**src/rtl/riscv_div_pkg.sv**
```systemverilog
// rtl/riscv_div_pkg.sv - RV32M divide unit decode constants, FSM state and op types
// Shared by the iterative divider top and its restoring-step datapath.
package riscv_div_pkg;

  localparam logic [6:0] OPC_OP    = 7'b0110011;
  localparam logic [6:0] F7_MULDIV = 7'b0000001;
  localparam logic [2:0] F3_DIV    = 3'b100;
  localparam logic [2:0] F3_DIVU   = 3'b101;
  localparam logic [2:0] F3_REM    = 3'b110;
  localparam logic [2:0] F3_REMU   = 3'b111;

  typedef enum logic [1:0] {
    IDLE = 2'd0,
    RUN  = 2'd1,
    DONE = 2'd2
  } div_state_t;

  typedef struct packed {
    logic is_signed;
    logic want_rem;
  } div_op_t;

  function automatic logic is_div_insn(input logic [6:0] opc, input logic [6:0] f7,
                                       input logic [2:0] f3);
    logic f3_ok;
    case (f3)
      F3_DIV, F3_DIVU, F3_REM, F3_REMU: f3_ok = 1'b1;
      default:                          f3_ok = 1'b0;
    endcase
    return (opc == OPC_OP) && (f7 == F7_MULDIV) && f3_ok;
  endfunction

  function automatic div_op_t decode_op(input logic [2:0] f3);
    div_op_t op;
    op.is_signed = (f3 == F3_DIV) || (f3 == F3_REM);
    op.want_rem  = (f3 == F3_REM) || (f3 == F3_REMU);
    return op;
  endfunction

endpackage

```
**src/rtl/riscv_div_step.sv**
```systemverilog
// rtl/riscv_div_step.sv - one combinational radix-2 restoring division step
// The quotient register doubles as the dividend shifter: its MSB feeds the remainder.
module riscv_div_step
  import riscv_div_pkg::*;
(
  input  logic [32:0] rem_i,
  input  logic [31:0] quo_i,
  input  logic [31:0] divisor_i,
  output logic [32:0] rem_o,
  output logic [31:0] quo_o
);

  logic [33:0] shifted;
  logic [33:0] diff;

  // One guard bit above the 33-bit remainder keeps the borrow unambiguous.
  always_comb begin
    shifted = {rem_i, quo_i[31]};
    diff    = shifted - {2'b00, divisor_i};
    if (diff[33]) begin
      rem_o = shifted[32:0];
      quo_o = {quo_i[30:0], 1'b0};
    end else begin
      rem_o = diff[32:0];
      quo_o = {quo_i[30:0], 1'b1};
    end
  end

endmodule

```
**src/rtl/riscv_iter_divider.sv**
```systemverilog
// rtl/riscv_iter_divider.sv - iterative RV32M DIV/DIVU/REM/REMU unit with busy/writeback handshake
// Divides operand magnitudes by restoring steps, then applies RISC-V sign rules.
module riscv_iter_divider
  import riscv_div_pkg::*;
#(
  parameter int XLEN           = 32,
  parameter int ITER_PER_CYCLE = 1
) (
  input  logic        clk_i,
  input  logic        rst_i,
  input  logic        opcode_valid_i,
  input  logic [31:0] opcode_opcode_i,
  input  logic [31:0] opcode_ra_operand_i,
  input  logic [31:0] opcode_rb_operand_i,
  input  logic        flush_i,
  output logic        busy_o,
  output logic        writeback_valid_o,
  output logic [31:0] writeback_value_o
);

  localparam int ITERS = XLEN / ITER_PER_CYCLE;
  localparam int CNT_W = $clog2(ITERS);
  localparam logic [CNT_W-1:0] CNT_LOAD = CNT_W'(ITERS - 1);

  div_state_t       state_q, state_d;
  logic [CNT_W-1:0] cnt_q, cnt_d;
  logic [32:0]      rem_q, rem_d;
  logic [31:0]      quo_q, quo_d;
  logic [31:0]      divisor_q, divisor_d;
  div_op_t          op_q, op_d;
  logic             neg_quo_q, neg_quo_d;
  logic             neg_rem_q, neg_rem_d;
  logic             busy_q, busy_d;
  logic             wb_valid_q, wb_valid_d;
  logic [31:0]      wb_value_q, wb_value_d;

  logic        req_is_div;
  div_op_t     req_op;
  logic        accept;
  logic [31:0] a_mag, b_mag;
  logic        div_by_zero, overflow;
  logic [31:0] quo_fin, rem_fin, res_quo, res_rem;
  logic        unused_bits;

  logic [32:0] rem_chain [0:ITER_PER_CYCLE];
  logic [31:0] quo_chain [0:ITER_PER_CYCLE];

  assign rem_chain[0] = rem_q;
  assign quo_chain[0] = quo_q;

  for (genvar gi = 0; gi < ITER_PER_CYCLE; gi++) begin : g_step
    riscv_div_step u_step (
      .rem_i     (rem_chain[gi]),
      .quo_i     (quo_chain[gi]),
      .divisor_i (divisor_q),
      .rem_o     (rem_chain[gi+1]),
      .quo_o     (quo_chain[gi+1])
    );
  end

  assign req_is_div = is_div_insn(opcode_opcode_i[6:0], opcode_opcode_i[31:25],
                                  opcode_opcode_i[14:12]);
  assign req_op     = decode_op(opcode_opcode_i[14:12]);
  assign accept     = opcode_valid_i && req_is_div && !busy_q && !flush_i;

  assign a_mag = (req_op.is_signed && opcode_ra_operand_i[31]) ?
                 (32'd0 - opcode_ra_operand_i) : opcode_ra_operand_i;
  assign b_mag = (req_op.is_signed && opcode_rb_operand_i[31]) ?
                 (32'd0 - opcode_rb_operand_i) : opcode_rb_operand_i;

  assign div_by_zero = (opcode_rb_operand_i == 32'd0);
  assign overflow    = req_op.is_signed && (opcode_ra_operand_i == 32'h8000_0000) &&
                       (opcode_rb_operand_i == 32'hFFFF_FFFF);

  assign quo_fin = quo_chain[ITER_PER_CYCLE];
  assign rem_fin = rem_chain[ITER_PER_CYCLE][31:0];
  assign res_quo = neg_quo_q ? (32'd0 - quo_fin) : quo_fin;
  assign res_rem = neg_rem_q ? (32'd0 - rem_fin) : rem_fin;

  assign unused_bits = ^{opcode_opcode_i[24:15], opcode_opcode_i[11:7],
                         rem_chain[ITER_PER_CYCLE][32]};

  always_comb begin
    state_d    = state_q;
    cnt_d      = cnt_q;
    rem_d      = rem_q;
    quo_d      = quo_q;
    divisor_d  = divisor_q;
    op_d       = op_q;
    neg_quo_d  = neg_quo_q;
    neg_rem_d  = neg_rem_q;
    wb_valid_d = 1'b0;
    wb_value_d = wb_value_q;

    case (state_q)
      IDLE: begin
        if (accept) begin
          op_d      = req_op;
          divisor_d = b_mag;
          quo_d     = a_mag;
          rem_d     = '0;
          neg_quo_d = req_op.is_signed & (opcode_ra_operand_i[31] ^ opcode_rb_operand_i[31]);
          neg_rem_d = req_op.is_signed & opcode_ra_operand_i[31];
          // Architecturally defined corner cases complete without iterating.
          if (div_by_zero) begin
            state_d    = DONE;
            wb_valid_d = 1'b1;
            wb_value_d = req_op.want_rem ? opcode_ra_operand_i : 32'hFFFF_FFFF;
          end else if (overflow) begin
            state_d    = DONE;
            wb_valid_d = 1'b1;
            wb_value_d = req_op.want_rem ? 32'd0 : 32'h8000_0000;
          end else begin
            state_d = RUN;
            cnt_d   = CNT_LOAD;
          end
        end
      end
      RUN: begin
        rem_d = rem_chain[ITER_PER_CYCLE];
        quo_d = quo_chain[ITER_PER_CYCLE];
        if (cnt_q == '0) begin
          state_d    = DONE;
          wb_valid_d = 1'b1;
          wb_value_d = op_q.want_rem ? res_rem : res_quo;
        end else begin
          cnt_d = cnt_q - 1'b1;
        end
      end
      DONE:    state_d = IDLE;
      default: state_d = IDLE;
    endcase

    if (flush_i) begin
      state_d    = IDLE;
      cnt_d      = '0;
      wb_valid_d = 1'b0;
      wb_value_d = wb_value_q;
    end

    busy_d = (state_d != IDLE);
  end

  always_ff @(posedge clk_i) begin
    if (rst_i) begin
      state_q    <= IDLE;
      cnt_q      <= '0;
      rem_q      <= '0;
      quo_q      <= '0;
      divisor_q  <= '0;
      op_q       <= '0;
      neg_quo_q  <= 1'b0;
      neg_rem_q  <= 1'b0;
      busy_q     <= 1'b0;
      wb_valid_q <= 1'b0;
      wb_value_q <= '0;
    end else begin
      state_q    <= state_d;
      cnt_q      <= cnt_d;
      rem_q      <= rem_d;
      quo_q      <= quo_d;
      divisor_q  <= divisor_d;
      op_q       <= op_d;
      neg_quo_q  <= neg_quo_d;
      neg_rem_q  <= neg_rem_d;
      busy_q     <= busy_d;
      wb_valid_q <= wb_valid_d;
      wb_value_q <= wb_value_d;
    end
  end

  assign busy_o            = busy_q;
  assign writeback_valid_o = wb_valid_q;
  assign writeback_value_o = wb_value_q;

endmodule
```
**config.mk**
```make
export PLATFORM = sky130hd
export DESIGN_NAME = riscv_iter_divider
export DESIGN_NICKNAME = d
export VERILOG_FILES = /design/src/rtl/riscv_div_pkg.sv /design/src/rtl/riscv_div_step.sv /design/src/rtl/riscv_iter_divider.sv
export SDC_FILE = /design/constraint.sdc
export NUM_CORES = 1
export LEC_CHECK = 0
export ABC_AREA = 0
export ABC_CLOCK_PERIOD_IN_PS = 6200
export CAP_MARGIN = 20
export CELL_PAD_IN_SITES_DETAIL_PLACEMENT = 0
export CELL_PAD_IN_SITES_GLOBAL_PLACEMENT = 1
export CORE_ASPECT_RATIO = 1.1
export CORE_MARGIN = 10
export CORE_UTILIZATION = 30
export DETAILED_ROUTE_END_ITERATION = 12
export PLACE_DENSITY_LB_ADDON = 0.1
export SYNTH_ARGS = -nofsm -noshare
export SYNTH_HDL_FRONTEND = slang
export SYNTH_SLANG_ARGS = --single-unit
```
**constraint.sdc**
```tcl
create_clock -name clk_i -period 6.2 [get_ports clk_i]
set_input_delay 0.62 -clock clk_i [delete_from_list [all_inputs] [get_ports clk_i]]
set_output_delay 0.62 -clock clk_i [all_outputs]
set_load 0.03 [all_outputs]
```
==> impl_metrics.ini <==
[worst_setup_path]
critPathMaxFanout = 9
required_ns = 6.58
critPathKind = register to register
r2r-start = rem_q[8]
reg2reg_to = writeback_value_o[30]
crit_path_start_kind = register
ff2ff_path_depth = 19
slowest_delay_ns = 0.56
cp-end-kind = register
r2r_slack_ns = 0.57
path_buf_inv = 1
cp_cell_sequence = ha_1 > nand2_1 > nor2_1 > o211ai_1 > a2111oi_4 > o21a_4 > nor2_4 > inv_2 > ha_1 > nand2b_1 > or3_1 > or2_2 > or3_1 > o41ai_1 > nand2_1 > xor2_1 > a21oi_1 > a311o_1 > a31oi_1
crit_family = compound AO/OA/AOI/OAI gates
crit_arrival_ns = 6.01
crit_slowest_cell = o41ai_1

[cells_and_area]
nFillCells = 4101
final_cells = 2168
drive_gt1_frac = 0.05939
nets = 1794
area_growth_pct = 19.19

[yosys]
synth_common_cells = nor2_1 (189), nand2_1 (151), a21oi_1 (141), dfxtp_1 (141), o21ai_0 (93)
syn_area_per_cell_sq_um = 7.282
synth-edff-count = 0
synth-seq-cells = 141
synthCells = 1596
netlist_area_sq_um = 11620
synth_warnings = 0
ys_seq_area_frac = 0.2429
ys_types = 93
synth.most_common_cell = nor2_1
ys.flop_type = dfxtp_1
synth.area.top_cells = dfxtp_1 (24%), nor2_1 (6.1%), a21oi_1 (6.1%)
synth_top_area_share = 0.2429
ys_async_sr_fraction = 0
syn_nets = 1736
synth_top_area_cell = dfxtp_1

[global_route]
grt_overflow_total = 0
antenna_found_initial = 1
track_usage = 0.1933
grt_pass1_vias = 11630
grt_pass1_wl_um = 71490
grt_max_degree = 66

[detailed_routing]
vias_per_cell = 5.474
drt_first_pass_iters = 5
wirelength_um = 46110
vias = 11870
wl_per_cell_um = 21.27
drc = 0
drt_iter0_markers = 776
ant_nets = 0

[worst_hold_path]
hold_path.class = register to register
hold_start = divisor_q[31]
whs_path_depth = 2
hold_path_end = divisor_q[31]

[power]
p_comb_frac = 0.077
seqPwrFrac = 0.410
cellLeakagePower_nw = 4.966
p_per_area_nw_per_um2 = 159.3
clock_power_share = 0.513
power_switching_mw = 0.5504
switching_share = 0.2493
ir_drop_mv = 0.2039
p_int_mw = 1.657

[floorplan]
rows = 75
core_area_sq_um = 38190
die_y_um = 226.4
initial_core_util = 0.3043
dieArea_sq_um = 47020
die_w_um = 207.7
pin_count = 134

[placement]
hpwlAfterDp_um = 35640
io_buffers = 118
dp_slack_ns = 0.5451
place_inst = 2135
place_congestion = 0.8753

[clock_tree]
postCtsSetupRepairBufs = 0
root_buffer = clkbuf_16
htreeDepth = 4
clk_pin_slew_worst_paths_ns = 0.06
clock_sinks = 141
clk_latency_ns = 0.46
cts_buffers = 17
post_cts_resized = 0
cts_hold_buffers = 0
cts_tree = built
cts.path.max_buffers = 2

[status]
outcome = completed

[sta]
fin_skew_ns = 0.01187
rsz0062_at_grt = false
finalCriticalPeriod_ns = 5.628
max_freq_ghz = 0.1777
slew_headroom = 0.3020
maxSlewViolCount = 0
fin_setup_tns_ns = 0
fin_crit_sh = 0.9078
setup_violations = 0
fin_ws_ns = 0.5716
tightest_slew_ns = 1.043
final_hold_viol_count = 0

[job]
drv_cap = 0
## power by group through the flow
stage,Clock (mW),Sequential [mW],Combinational (mW)
floorplan,0,0.926,0.0658
global placement,0,0.926,0.170
detailed placement,0,0.926,0.171
CTS,1.16,0.905,0.172
global route,1.19,0.905,0.184
finish,1.13,0.906,0.170
## worst reg2reg max path: stages, from the launching register on
cell and delay (ns):
dfxtp_1 0.38, ha_1 0.42, nand2_1 0.14, nor2_1 0.27, o211ai_1 0.32, a2111oi_4 0.54, o21a_4 0.26, nor2_4 0.07
inv_2 0.18, ha_1 0.24, nand2b_1 0.08, or3_1 0.36, or2_2 0.36, or3_1 0.46, o41ai_1 0.56, nand2_1 0.13
xor2_1 0.18, a21oi_1 0.11, a311o_1 0.37, a31oi_1 0.14
## cell families (layout without fill, tap and decap cells)
group / count (synthesis) / count (layout) / share of synthesized area
AOI/OAI and AO/OA: 533 / 533 / 0.3053
xor gates and xnor gates: 125 / 125 / 0.09420
adders and majority gates: 40 / 40 / 0.04371
buffers and inverters: 161 / 232 / 0.05501
DFF: 141 / 141 / 0.2429
muxes: 27 / 27 / 0.02433
other: 0 / 1 / 0
and+or+nand+nor: 569 / 569 / 0.2346
## cell usage in the layout, fill, tap and decap left out, types with 6 or more instances in the layout
cell	synthesis	final
o211ai_1	17	17
and3_1	10	10
dfxtp_1	141	141
mux2i_1	17	17
nor4_1	19	17
and2_1	10	10
or2_2	6	6
inv_1	56	56
or4_1	14	14
mux2_2	9	9
nand4_1	14	14
o21ai_0	93	93
or3_1	30	30
a31oi_1	20	20
a211oi_1	45	45
buf_4	0	25
clkbuf_16	0	17
nand3_1	31	31
o21ai_1	16	16
o31ai_1	27	27
xor2_1	72	72
o41ai_1	14	14
o21a_1	11	11
nor3_1	43	43
a2111oi_0	7	7
clkdlybuf4s50_1	0	117
nand2b_1	8	8
nor2_1	189	188
a211o_1	6	6
a311oi_1	15	15
xnor2_1	53	53
nor3b_1	6	6
a21oi_1	141	141
a22oi_1	47	47
nand2_1	151	151
a21o_1	15	15
ha_1	39	39
## registers in the layout, indices dropped and copies added (netlist names)
register           cells
divisor_q             32
quo_q                 32
cnt_q                  5
op_q                   1
neg_rem_q              1
busy_o                 1
neg_quo_q              1
rem_q                 33
state_q                2
writeback_valid_o      1
writeback_value_o     32
## layer usage
layer / vias up / part of all wire / track usage
li1: 5991 / - / -
met1: 5634 / 0.47 / 0.2467
met2: 207 / 0.48 / 0.3298
met3: 33 / 0.032 / 0.02807
met4: 2 / 0.019 / 0.05917
met5: - / 0.00028 / 0
## through the flow
step,area [sq um],hold WS [ns],util,total power [mW]
after floorplan,11620,0.4319,-,0.9918
after global placement,13230,0.4454,0.3464,1.096
after detailed placement,13230,0.4525,0.3464,1.097
after CTS,13850,0.4611,0.3627,2.237
after global routing,13850,0.4984,0.3627,2.280
final,13850,0.4538,0.3627,2.207
## layout make-up
cell class                 instances  area [sq um]  area share
antenna                            1         2.502   0.0001806
clock buffer                      19         432.9     0.03125
clock inverter                    13         188.9     0.01364
inverter                          58         217.7     0.01572
multi-input combinational       1294          8204      0.5922
sequential                       141          2823      0.2038
tap                              500         625.6     0.04516
timing repair buffer             142          1359     0.09808
## how the worst max path moves through the flow
stage               cells past startpoint                    end  slack (ns)           from
detailed placement                     20  writeback_value_o[30]        0.55  divisor_q[29]
floorplan                              23  writeback_value_o[30]        0.85  divisor_q[24]
global placement                       20  writeback_value_o[30]        0.56  divisor_q[29]
finish                                 19  writeback_value_o[30]        0.57       rem_q[8]
CTS                                    20  writeback_value_o[30]        0.52  divisor_q[30]
global route                           19  writeback_value_o[30]        0.08       rem_q[8]
(Power assumes the default switching activity.)
